## config.mk

```make
export PLATFORM = sky130hd
export DESIGN_NAME = sb_reg_access_ctrl
export DESIGN_NICKNAME = d
export VERILOG_FILES = /design/src/rtl/sb_reg_access_ctrl.sv
export SDC_FILE = /design/constraint.sdc
export NUM_CORES = 1
export LEC_CHECK = 0
export ABC_AREA = 1
export CORE_ASPECT_RATIO = 1.25
export CORE_MARGIN = 3
export CORE_UTILIZATION = 53
export CTS_CLUSTER_SIZE = 30
export DETAILED_ROUTE_END_ITERATION = 12
export MAX_ROUTING_LAYER = met4
export PLACE_DENSITY = 0.77
export SYNTH_ARGS = -nofsm -noshare
export SYNTH_HDL_FRONTEND = slang
export SYNTH_SLANG_ARGS = --single-unit
```

## constraint.sdc

```tcl
create_clock -name fsm_clk -period 2.79 [get_ports fsm_clk]
set_input_delay 0.279 -clock fsm_clk [delete_from_list [all_inputs] [get_ports fsm_clk]]
set_output_delay 0.279 -clock fsm_clk [all_outputs]
set_load 0.02 [all_outputs]
```

## src/rtl/sb_reg_access_ctrl.sv

```systemverilog
// Sideband register-access controller: decodes deframed read/write commands into
// register-file strobes and returns read data, a write echo or a 0xFF error status.
module sb_reg_access_ctrl #(
    parameter int unsigned TIMEOUT_CYC = 255,
    parameter int unsigned REG_DEPTH   = 157
) (
    input  logic        fsm_clk,
    input  logic        rst,
    input  logic [7:0]  cmd_byte,
    input  logic        cmd_valid,
    output logic        cmd_ready,
    output logic        s_read,
    output logic        s_write,
    output logic [7:0]  s_address,
    output logic [7:0]  s_data,
    input  logic [23:0] sb_read,
    output logic [7:0]  rsp_data,
    output logic        rsp_valid,
    input  logic        rsp_ready,
    output logic        rsp_last
);

    typedef enum logic [2:0] {
        ST_IDLE,
        ST_HDR_ADDR,
        ST_WDATA,
        ST_WSTB,
        ST_RD_REQ,
        ST_RD_CAP,
        ST_RSP
    } state_t;

    localparam logic [15:0] LP_TMO_LAST = 16'(TIMEOUT_CYC - 1);
    localparam logic [9:0]  LP_DEPTH    = 10'(REG_DEPTH);
    localparam logic [7:0]  LP_ERR_RSP  = 8'hFF;

    state_t      r_state,     w_state;
    logic [7:0]  r_hdr,       w_hdr;
    logic [7:0]  r_addr,      w_addr;
    logic        r_err,       w_err;
    logic [1:0]  r_idx,       w_idx;
    logic [15:0] r_tmo,       w_tmo;
    logic [23:0] r_rd_data,   w_rd_data;
    logic [1:0]  r_rsp_idx,   w_rsp_idx;
    logic        r_s_read,    w_s_read;
    logic        r_s_write,   w_s_write;
    logic [7:0]  r_s_address, w_s_address;
    logic [7:0]  r_s_data,    w_s_data;
    logic [7:0]  r_rsp_data,  w_rsp_data;
    logic        r_rsp_valid, w_rsp_valid;
    logic        r_rsp_last,  w_rsp_last;

    logic        w_cmd_ready;
    logic        w_cmd_acc;
    logic        w_rsp_acc;
    logic [1:0]  w_hdr_len;
    logic        w_legal_wr;
    logic        w_legal_rd;
    logic [8:0]  w_last_addr;
    logic        w_range_err;
    logic        w_last_data;
    logic        w_tmo_hit;

    assign w_cmd_ready = (r_state == ST_IDLE) || (r_state == ST_HDR_ADDR) || (r_state == ST_WDATA);
    assign w_cmd_acc   = cmd_valid & w_cmd_ready;
    assign w_rsp_acc   = r_rsp_valid & rsp_ready;

    assign w_hdr_len   = r_hdr[1:0];
    assign w_legal_wr  = r_hdr[7] & ~(|r_hdr[6:2]) & (w_hdr_len != 2'd0);
    assign w_legal_rd  = (r_hdr == 8'h00);
    // Last touched address in 9 bits so a range crossing 0xFF cannot wrap back in range
    assign w_last_addr = r_hdr[7] ? ({1'b0, cmd_byte} + {7'b0, w_hdr_len} - 9'd1)
                                  : {1'b0, cmd_byte};
    assign w_range_err = ({1'b0, w_last_addr} >= LP_DEPTH);
    assign w_last_data = (r_idx == (w_hdr_len - 2'd1));
    assign w_tmo_hit   = (r_tmo == LP_TMO_LAST);

    always_comb begin
        w_state     = r_state;
        w_hdr       = r_hdr;
        w_addr      = r_addr;
        w_err       = r_err;
        w_idx       = r_idx;
        w_tmo       = r_tmo;
        w_rd_data   = r_rd_data;
        w_rsp_idx   = r_rsp_idx;
        w_s_read    = 1'b0;
        w_s_write   = 1'b0;
        w_s_address = r_s_address;
        w_s_data    = r_s_data;
        w_rsp_data  = r_rsp_data;
        w_rsp_valid = r_rsp_valid;
        w_rsp_last  = r_rsp_last;

        case (r_state)
            ST_IDLE: begin
                if (w_cmd_acc) begin
                    w_hdr   = cmd_byte;
                    w_tmo   = '0;
                    w_state = ST_HDR_ADDR;
                end
            end

            ST_HDR_ADDR: begin
                if (w_cmd_acc) begin
                    w_addr = cmd_byte;
                    w_tmo  = '0;
                    w_idx  = '0;
                    if (w_legal_wr) begin
                        w_err   = w_range_err;
                        w_state = ST_WDATA;
                    end else if (w_legal_rd && !w_range_err) begin
                        w_s_read    = 1'b1;
                        w_s_address = cmd_byte;
                        w_state     = ST_RD_REQ;
                    end else begin
                        w_rsp_data  = LP_ERR_RSP;
                        w_rsp_valid = 1'b1;
                        w_rsp_last  = 1'b1;
                        w_state     = ST_RSP;
                    end
                end else if (w_tmo_hit) begin
                    w_tmo       = '0;
                    w_rsp_data  = LP_ERR_RSP;
                    w_rsp_valid = 1'b1;
                    w_rsp_last  = 1'b1;
                    w_state     = ST_RSP;
                end else begin
                    w_tmo = r_tmo + 16'd1;
                end
            end

            ST_WDATA: begin
                if (w_cmd_acc) begin
                    w_tmo = '0;
                    if (r_err) begin
                        // Erroneous write: swallow the data bytes, answer once all are in
                        if (w_last_data) begin
                            w_rsp_data  = LP_ERR_RSP;
                            w_rsp_valid = 1'b1;
                            w_rsp_last  = 1'b1;
                            w_state     = ST_RSP;
                        end else begin
                            w_idx = r_idx + 2'd1;
                        end
                    end else begin
                        w_s_write   = 1'b1;
                        w_s_address = r_addr + {6'b0, r_idx};
                        w_s_data    = cmd_byte;
                        w_state     = ST_WSTB;
                    end
                end else if (w_tmo_hit) begin
                    w_tmo       = '0;
                    w_rsp_data  = LP_ERR_RSP;
                    w_rsp_valid = 1'b1;
                    w_rsp_last  = 1'b1;
                    w_state     = ST_RSP;
                end else begin
                    w_tmo = r_tmo + 16'd1;
                end
            end

            ST_WSTB: begin
                if (w_last_data) begin
                    w_rsp_data  = r_hdr;
                    w_rsp_valid = 1'b1;
                    w_rsp_last  = 1'b1;
                    w_state     = ST_RSP;
                end else begin
                    w_idx   = r_idx + 2'd1;
                    w_state = ST_WDATA;
                end
            end

            ST_RD_REQ: begin
                w_state = ST_RD_CAP;
            end

            ST_RD_CAP: begin
                w_rd_data   = sb_read;
                w_rsp_idx   = '0;
                w_rsp_data  = 8'h00;
                w_rsp_valid = 1'b1;
                w_rsp_last  = 1'b0;
                w_state     = ST_RSP;
            end

            ST_RSP: begin
                if (w_rsp_acc) begin
                    if (r_rsp_last) begin
                        w_rsp_data  = '0;
                        w_rsp_valid = 1'b0;
                        w_rsp_last  = 1'b0;
                        w_state     = ST_IDLE;
                    end else begin
                        w_rsp_idx  = r_rsp_idx + 2'd1;
                        w_rsp_last = (r_rsp_idx == 2'd2);
                        case (r_rsp_idx)
                            2'd0:    w_rsp_data = r_rd_data[7:0];
                            2'd1:    w_rsp_data = r_rd_data[15:8];
                            default: w_rsp_data = r_rd_data[23:16];
                        endcase
                    end
                end
            end

            default: begin
                w_state = ST_IDLE;
            end
        endcase
    end

    always_ff @(posedge fsm_clk or negedge rst) begin
        if (!rst) begin
            r_state     <= ST_IDLE;
            r_hdr       <= '0;
            r_addr      <= '0;
            r_err       <= 1'b0;
            r_idx       <= '0;
            r_tmo       <= '0;
            r_rd_data   <= '0;
            r_rsp_idx   <= '0;
            r_s_read    <= 1'b0;
            r_s_write   <= 1'b0;
            r_s_address <= '0;
            r_s_data    <= '0;
            r_rsp_data  <= '0;
            r_rsp_valid <= 1'b0;
            r_rsp_last  <= 1'b0;
        end else begin
            r_state     <= w_state;
            r_hdr       <= w_hdr;
            r_addr      <= w_addr;
            r_err       <= w_err;
            r_idx       <= w_idx;
            r_tmo       <= w_tmo;
            r_rd_data   <= w_rd_data;
            r_rsp_idx   <= w_rsp_idx;
            r_s_read    <= w_s_read;
            r_s_write   <= w_s_write;
            r_s_address <= w_s_address;
            r_s_data    <= w_s_data;
            r_rsp_data  <= w_rsp_data;
            r_rsp_valid <= w_rsp_valid;
            r_rsp_last  <= w_rsp_last;
        end
    end

    assign cmd_ready = w_cmd_ready;
    assign s_read    = r_s_read;
    assign s_write   = r_s_write;
    assign s_address = r_s_address;
    assign s_data    = r_s_data;
    assign rsp_data  = r_rsp_data;
    assign rsp_valid = r_rsp_valid;
    assign rsp_last  = r_rsp_last;

endmodule

```

# Word-level counts from Yosys, hierarchy flattened
# Cells that the tools add are included.
# Widths: inputs -> output; s select.
[totals]
ff_bits = 92
inputBits = 36
out_inout_bits = 29
wordCells = 150
[classes]
n_addsub = 7
order_cmp = 1
n_eq_ne = 26
muxes = 68
bitwise = 6
reduce_logical = 27
[op_table]
columns = ["operator", "count"]
rows = [
  ["$mux 8", 15],
  ["$mux 16", 3],
  ["$pmux 8 s5", 1],
  ["$pmux 16 s2", 1],
  ["$pmux 8 s2", 2],
  ["$mux 3", 10],
  ["$mux 1", 23],
  ["$pmux 3 s7", 1],
  ["$ne 2x2->1 const B", 10],
  ["$add 16x1->16 const B", 1],
  ["$eq 16x8->1 const B", 1],
  ["$mux 2", 7],
  ["$ne 3x3->1 const B", 4],
  ["$reduce_and 6->1", 2],
  ["$pmux 1 s5", 2],
  ["$add 8x2->9", 1],
  ["$eq 3x3->1 const B", 3],
  ["$ge 9x8->1 const B", 1],
  ["$mux 9", 1],
  ["$reduce_and 3->1", 3],
  ["$sub 9x1->9 const B", 1],
  ["$add 8x2->8", 1],
  ["$logic_not 8->1", 1],
  ["$reduce_and 4->1", 2],
  ["26 further kinds", 38],
]

# Longest topological paths before layout
# Gate-level depths: netlist of the first run.
[logic_depth]
ltp_word = 10
depth_mapped = 20
depth_no_buf = 20

# Least setup slack after synthesis of the first run
# Ideal clock, no wire load.
[synth_timing]
path_type = "register -> register"
from = "register r_hdr[1]"
to = "register r_s_address[0], in the netlist s_address[0]"
setup_ns = 0.118
arrival_time_ns = 2.305
required_ns = 2.672
slack_ns = 0.368
stages_incl_launch_ff = 20
path_buffers = 0
period_less_slack_ns = 2.422
cell_sequence = "dfrtp_1 > inv_1 > ha_1 > inv_1 > ha_1 > inv_1 > fa_1 > inv_1 > nand3_1 > nand2_1 > xnor2_1 > nand3_1 > nand2_1 > nand2_1 > nand2_2 > nand3_1 > nand2_4 > nand2_4 > nand2_1 > nand2_1"
[synth_between]
elab_chain_cells = 8
word_cells_on_any_way = 12
classes_between = "2 x add/sub; 1 x order compare; 2 x eq/ne; 1 x mux; 1 x bitwise; 5 x reduce/logical"
[synth_rtl]
columns = ["item", "line", "rtl"]
rows = [
  ["start, declared", "38", "logic [7:0] r_hdr, w_hdr;"],
  ["start signal, assigned", "232", "r_hdr <= w_hdr;"],
  ["$add 8x2->9", "72", "assign w_last_addr = r_hdr[7] ? ({1'b0, cmd_byte} + {7'b0, w_hdr_len} - 9'd1)"],
  ["$sub 9x1->9", "72", ""],
  ["$mux 9", "72", ""],
  ["$ge 9x8->1", "74", "assign w_range_err = ({1'b0, w_last_addr} >= LP_DEPTH);"],
  ["$logic_not 1->1", "112", "end else if (w_legal_rd && !w_range_err) begin"],
  ["$logic_and 1x1->1", "112", ""],
  ["$ne 2x1->1 (no source line)", "n/a", ""],
  ["$reduce_and 6->1 (no source line) (*)", "n/a", ""],
  ["end signal, assigned", "241", "r_s_address <= w_s_address;"],
  ["end, declared", "47", "logic [7:0] r_s_address, w_s_address;"],
]
# Every way passes the cells marked *; elsewhere a longest branch is shown, timed or not.
# A chain may end at the register's enable or synchronous reset.

# Worst setup path in the final report of the first run
[layout_timing]
from = "register r_hdr[1]"
to = "register r_s_address[5], in the netlist s_address[5]"
# Same word-level chain as after synthesis.

==> impl_metrics.ini, run 1 <==
[run_status]
status = finished clean

[global_routing]
grt_pass1_vias = 4512
globalRouteTotalUtil = 0.251
grt_first_pass_wirelength_um = 21100
grt_start_max_net_pins = 48
grt_antenna_before_repair = 0
total_congestion_overflow = 0

[logic_synthesis]
synth_edf_count = 0
yosys_most_used_dff = sky130_fd_sc_hd__dfrtp_1
yosys.area.top_type = sky130_fd_sc_hd__dfrtp_1
async_reset_ff_frac = 1.00
netlist_top_cells_area = sky130_fd_sc_hd__dfrtp_1, sky130_fd_sc_hd__nand2_1, sky130_fd_sc_hd__nand3_1, sky130_fd_sc_hd__mux2_2, sky130_fd_sc_hd__inv_1
cells_after_synth = 617
mappedNetlistArea_um2 = 5240
synth-seq-area-share = 0.440
synth.top_cell.area_share = 0.440
synth_nets = 672
yosys_register_bits = 92
synth_area_per_cell_um2 = 8.49
synth_cell_type_count = 46
synthesis.yosys.warnings = 0

[die]
die_width_um = 94.9
die_y_um = 117
rows = 39
initial_core_util = 0.559
area_enclosed_by_the_die_boundary_um2 = 11100
placeableCoreArea_um2 = 9370
top_level_ports = 65

[placed_design]
dp_worst_setup_slack_ns = -0.336
port_buffers = 64
dpl.hpwl_um = 9650
gpl.final_weighted_congestion = 0.923

[final_layout]
most-common-layout-cells = sky130_fd_sc_hd__nand2_1, sky130_fd_sc_hd__dfrtp_1, sky130_fd_sc_hd__clkdlybuf4s50_1
diodes_inserted = 0
drive_gt1_frac = 0.182
final_util = 0.694
area_delta_synth_final_pct = 24.2
nets = 755
layout_commonest_cell = sky130_fd_sc_hd__nand2_1

[timing]
final_hold_viol_count = 0
skew_ns = 0.00745
finalWorstPathRequiredPeriod_ns = 2.65
setup_slack_ns = 0.142
clock.fmax_ghz = 0.378
slew-limit-headroom = 0.0957
setup_viol_count_final = 0
layout_worst_path_cycle_share = 0.949
final-max-slew-violation-count = 0
slew_at_the_pin_closest_to_its_max_slew_limit_ns = 1.34
totalNegativeSetupSlack_ns = 0

[setup_path]
critical_r2r_launch = r_hdr[1]
worst-r2r-cell-count = 19
crit_path_start_kind = register
internal_reg_to_reg_setup_slack_ns = 0.14
critPathMaxFanout = 8
cp.required_ns = 3.03
critical_setup_path_class = reg2reg
end_kind = register
timing.critical_path.arrival_ns = 2.88
critical_path.reg2reg.endpoint = s_address[5]

[drt]
vias_per_cell = 5.57
length_of_routed_met3_wiring_um = 555
vias = 4610
post_drt_wl_per_cell_um = 15.7
number_of_routed_nets_with_antenna_violations = 0
met2_wirelength_um = 6870
detailedRoute.firstPassIterationCount = 5
wirelength_um = 13000
initialDrtViolationCount = 262
detail_route.wirelength.met1_um = 5280
dr.max_layer_used = met4
drc_violations_left = 0

[min_path]
worstHoldPathType = in2reg
worstHoldEndpoint = r_addr[1]
worst_hold_start = cmd_byte[1]
holdPathStages = 4

[power]
report.power.total_mw = 2.95
comb_power_share = 0.097
power_density_nw_per_um2 = 453
net-switching-power_uw = 698
worst_ir_drop_vdd_mv = 0.361
p_int_mw = 2.25
pwr-share-clk = 0.432
seq_power_share = 0.471
p_leak_nw = 3.01
p_sw_frac = 0.237

[clocking]
cts_htree_levels = 3
clock-root-buffer = sky130_fd_sc_hd__clkbuf_16
clk_transition_reported_paths_ns = 0.06
cts_tree = built
clock_sinks = 92
clk_path_buf_depth = 2
cts_inserted_buffers = 9
worstSkewPairLatency_ns = 0.35

[job]
drv_cap = 0
registers in the layout (all words and copies together), names as in the netlist:
register   count
r_idx          2
r_rd_data     24
s_read         1
r_state        3
r_err          1
rsp_valid      1
s_data         8
r_tmo         16
r_hdr          8
rsp_last       1
rsp_data       8
r_addr         8
s_write        1
s_address      8
r_rsp_idx      2
Yosys cell counts, drive strengths merged, types with 2 or more instances:
master and instances:
nand2 161, dfrtp 92, inv 73, nand3 56
o21ai 50, nor2 40, mux2 23, a21oi 19
ha 17, nand4 17, nor3 14, buf 9
a221o 5, o22ai 5, xor2 5, clkbuf 4
o211ai 4, a31oi 3, or2 3, xnor2 3
a211oi 2, clkinv 2, fa 2, nor4 2
worst max-delay path, stage by stage, from the launching register on:
cell	delay (ns)
sky130_fd_sc_hd__dfrtp_1	0.39
sky130_fd_sc_hd__inv_2	0.08
sky130_fd_sc_hd__ha_4	0.19
sky130_fd_sc_hd__inv_2	0.04
sky130_fd_sc_hd__ha_2	0.18
sky130_fd_sc_hd__inv_2	0.04
sky130_fd_sc_hd__fa_2	0.52
sky130_fd_sc_hd__nor2_1	0.04
sky130_fd_sc_hd__nand4_1	0.08
sky130_fd_sc_hd__nand2_1	0.07
sky130_fd_sc_hd__nand2_1	0.06
sky130_fd_sc_hd__nand3_1	0.06
sky130_fd_sc_hd__nand2_1	0.09
sky130_fd_sc_hd__nand2_2	0.06
sky130_fd_sc_hd__nand2_4	0.12
sky130_fd_sc_hd__nand3_4	0.10
sky130_fd_sc_hd__nand2_4	0.20
sky130_fd_sc_hd__nand2_8	0.08
sky130_fd_sc_hd__nand2_2	0.07
sky130_fd_sc_hd__nand2_1	0.05
layer usage:
metal / vias up / GRT usage
met2: 112 / 0.431
met3: 24 / 0.0460
met4: 0 / 0.100
met1: 2241 / 0.290
li1: 2233 / -
met5: - / -
power groups by stage:
stage,clock network [mW],registers (mW),logic (mW)
2_1_floorplan,0,1.41,0.124
3_3_place_gp,0,1.41,0.260
3_5_place_dp,0,1.41,0.270
4_1_cts,1.29,1.39,0.274
5_1_grt,1.35,1.39,0.315
6_report,1.27,1.39,0.285
per-stage QoR:
stage	area (µm²)	hold WS [ns]	std cells
6_report	6500	0.345	828
2_1_floorplan	5240	-0.0166	617
3_5_place_dp	6060	0.320	805
4_1_cts	6380	0.481	822
5_1_grt	6500	0.370	828
3_3_place_gp	6060	0.317	805
repair_timing:
item,4_1_cts,5_1_grt
setup buffers,0,4
gates resized for setup,0,21
endpoints found under the hold margin,45,0
setup endpoints to repair,0,19
hold buffers,1,0
logic make-up after synthesis:
logic type	count (synthesis)	share of synthesized area
and+or+nand+nor	294	0.274
AOI/OAI and AO/OA	93	0.104
buffers and inverters	88	0.0710
xor gates and xnor gates	8	0.0134
adders and majority gates	19	0.0483
muxes	23	0.0495
DFF	92	0.440
cell type report:
cell class	instances	area (µm²)
fillers	742	2870
multi-input cells	439	2650
flip-flops and latches	92	2300
repair buffers	83	798
inverters	75	284
clock buffers	11	253
well taps	123	154
clock inverters	5	58.8
how the worst max path moves through the flow:
stage	slack, ns	to	startpoint	cells after the start
floorplan	0.37	s_address[0]	r_hdr[1]	19
global placement	-0.22	rsp_data[2]	cmd_byte[1]	19
detailed placement	-0.34	rsp_data[4]	cmd_byte[1]	19
CTS	0.01	rsp_data[4]	cmd_byte[1]	19
global route	-0.02	s_address[5]	r_hdr[0]	19
finish	0.14	s_address[5]	r_hdr[1]	19
Note: power is estimated with default switching activity, not from simulation.
==> run 2: changes to the inputs <==
--- a/config.mk
+++ b/config.mk
@@ -13,6 +13,7 @@
 export DETAILED_ROUTE_END_ITERATION = 12
 export MAX_ROUTING_LAYER = met4
 export PLACE_DENSITY = 0.77
+export REMOVE_ABC_BUFFERS = 1
 export SYNTH_ARGS = -nofsm -noshare
 export SYNTH_HDL_FRONTEND = slang
 export SYNTH_SLANG_ARGS = --single-unit
==> run 2 against run 1 <==
Net effect: cell count is 0.12% lower; largest cell class unchanged; register-to-register slack better by 0.04 ns; clock power hardly changed; non-clock buffer count fell by 1; highest routed layer unchanged; critical path type unchanged; power down 0.96%.
==> impl_metrics.ini, run 2 (synthesis results as in run 1) <==
[setup_path]
worst_path_largest_cell_delay_ns = 0.51
timing.critical_path.arrival_ns = 2.84
critical_setup_path_class = reg2reg
critPathMaxFanout = 8
crit_path_start_kind = register
timing.critical_path.mode_cell = sky130_fd_sc_hd__nand2_1
end_kind = register
internal_reg_to_reg_setup_slack_ns = 0.18
cp.required_ns = 3.02
timing.critical_path.slowest_stage_cell = sky130_fd_sc_hd__fa_2
worst_path_cell_chain = inv_2 -> ha_4 -> inv_2 -> ha_2 -> inv_2 -> fa_2 -> nor2_1 -> nand4_1 -> nand2_1 -> nand2_1 -> nand3_1 -> nand2_1 -> nand2_2 -> nand2_4 -> nand3_4 -> nand2_4 -> nand2_8 -> nand2_1 -> nand2_1

[global_routing]
grt_first_pass_wirelength_um = 20400
grt_antenna_before_repair = 0
globalRouteTotalUtil = 0.242
grt_pass1_vias = 4320
grt_start_max_net_pins = 51
total_congestion_overflow = 0

[timing]
slew_at_the_pin_closest_to_its_max_slew_limit_ns = 0.762
final-max-slew-violation-count = 0
skew_ns = 0.00757
finalWorstPathRequiredPeriod_ns = 2.61
slew-limit-headroom = 0.488
final_hold_viol_count = 0
setup_viol_count_final = 0
clock.fmax_ghz = 0.383
layout_worst_path_cycle_share = 0.935
holdWs_ns = 0.244

[final_layout]
drive_gt1_frac = 0.183
area_delta_synth_final_pct = 24.2
largest_registers = r_rd_data x24, r_tmo x16
largest-register = r_rd_data
nets = 754
most-common-layout-cells = sky130_fd_sc_hd__nand2_1, sky130_fd_sc_hd__dfrtp_1, sky130_fd_sc_hd__clkdlybuf4s50_1
final-instance-count-excl-fill = 827
largest_register_ffs = 24
diodes_inserted = 0
num-fill-cells = 739
layout_commonest_cell = sky130_fd_sc_hd__nand2_1

[clocking]
cts_htree_levels = 3
clock_sinks = 92
worstSkewPairLatency_ns = 0.34
clk_transition_reported_paths_ns = 0.07
clock-root-buffer = sky130_fd_sc_hd__clkbuf_16
cts_inserted_buffers = 9
clk_path_buf_depth = 2
cts_tree = built

[power]
comb_power_share = 0.095
report.power.total_mw = 2.92
net-switching-power_uw = 674
seq_power_share = 0.475
p_sw_frac = 0.231
pwr-share-clk = 0.429
p_int_mw = 2.24
p_leak_nw = 3.01
power_density_nw_per_um2 = 449
worst_ir_drop_vdd_mv = 0.345

[drt]
detailedRoute.firstPassIterationCount = 6
vias = 4453
initialDrtViolationCount = 254
number_of_routed_nets_with_antenna_violations = 0
drc_violations_left = 0
vias_per_cell = 5.38
wirelength_um = 12300
post_drt_wl_per_cell_um = 14.9

[job]
drv_cap = 0

[die]
initial_core_util = 0.559
rows = 39
placeableCoreArea_um2 = 9370
top_level_ports = 65
die_width_um = 94.9
area_enclosed_by_the_die_boundary_um2 = 11100
die_y_um = 117

[placed_design]
numPlacedInstances = 805
gpl.final_weighted_congestion = 0.958
dpl.hpwl_um = 9220
port_buffers = 64

[run_status]
status = finished clean

[min_path]
worstHoldPathType = in2reg
[run 2: cell types whose count changed in the layout (fill, tap and decap cells not counted)]
cell,before,now
sky130_fd_sc_hd__dlymetal6s2s_1,1,2
sky130_fd_sc_hd__inv_1,53,52
sky130_fd_sc_hd__nand2_2,11,12
sky130_fd_sc_hd__buf_4,18,17
sky130_fd_sc_hd__ha_1,14,15
sky130_fd_sc_hd__nand2_1,145,144
sky130_fd_sc_hd__nor4_1,2,1
sky130_fd_sc_hd__clkdlybuf4s50_1,62,61
sky130_fd_sc_hd__inv_2,19,20
sky130_fd_sc_hd__ha_2,2,1
sky130_fd_sc_hd__nor4_2,0,1
[run 2: power by group through the flow]
stage | Clock [mW] | Sequential [mW] | Combinational [mW]
after floorplan | 0 | 1.41 | 0.124
after global placement | 0 | 1.41 | 0.260
after detailed placement | 0 | 1.41 | 0.268
after CTS | 1.28 | 1.39 | 0.273
after global routing | 1.33 | 1.39 | 0.309
final | 1.25 | 1.39 | 0.279
[run 2: layout make-up]
cell class	count	area, µm²	area share
multi-input cells	439	2660	0.409
flip-flops and latches	92	2300	0.354
repair buffers	82	793	0.122
inverters	75	284	0.0437
clock buffers	11	253	0.0389
well taps	123	154	0.0237
clock inverters	5	58.8	0.00904
[run 2: metrics by stage]
| stage | setup slack [ns] | instance area (µm²) | TNS [ns] | util |
|---|---|---|---|---|
| floorplan | 0.366 | 5150 | 0 | - |
| global placement | -0.260 | 6060 | -4.58 | 0.647 |
| detailed placement | -0.405 | 6060 | -6.72 | 0.647 |
| CTS | -0.0261 | 6390 | -0.0632 | 0.682 |
| global route | -0.00202 | 6500 | -0.00202 | 0.694 |
| finish | 0.180 | 6500 | 0 | 0.694 |
[run 2: what timing repair did]
| action | 4_1_cts | 5_1_grt |
|---|---|---|
| endpoints found under the hold margin | 42 | 0 |
| endpoints found under the setup margin | 12 | 19 |
| pin swaps | 0 | 9 |
| gates cloned | 0 | 2 |
| gates resized for setup | 1 | 23 |
| hold buffers | 1 | 0 |
| setup buffers | 0 | 3 |
[run 2: path summary, 6_finish.rpt]
check,endpoint,start,cells after the start
min in group asynchronous,s_address[5],rst,2
max in group asynchronous,r_rd_data[8],rst,3
worst max register to register,s_address[6],r_hdr[1],19
worst min register to register,rsp_data[3],rsp_data[3],2
worst min-delay path,r_addr[1],cmd_byte[1],3
worst max-delay path,s_address[6],r_hdr[1],19
[run 2: worst max-delay path, delay by kind of cell, from the launching register on]
family,cells,cell delay [ns]
adders and majority gates,3,0.88
buffers and inverters,3,0.17
DFF,1,0.40
and+or+nand+nor,13,1.05
[run 2: metal layers]
metal,track usage,share of wire
met2,0.408,0.52
met5,-,0
met3,0.0352,0.043
met1,0.294,0.42
met4,0.0914,0.018
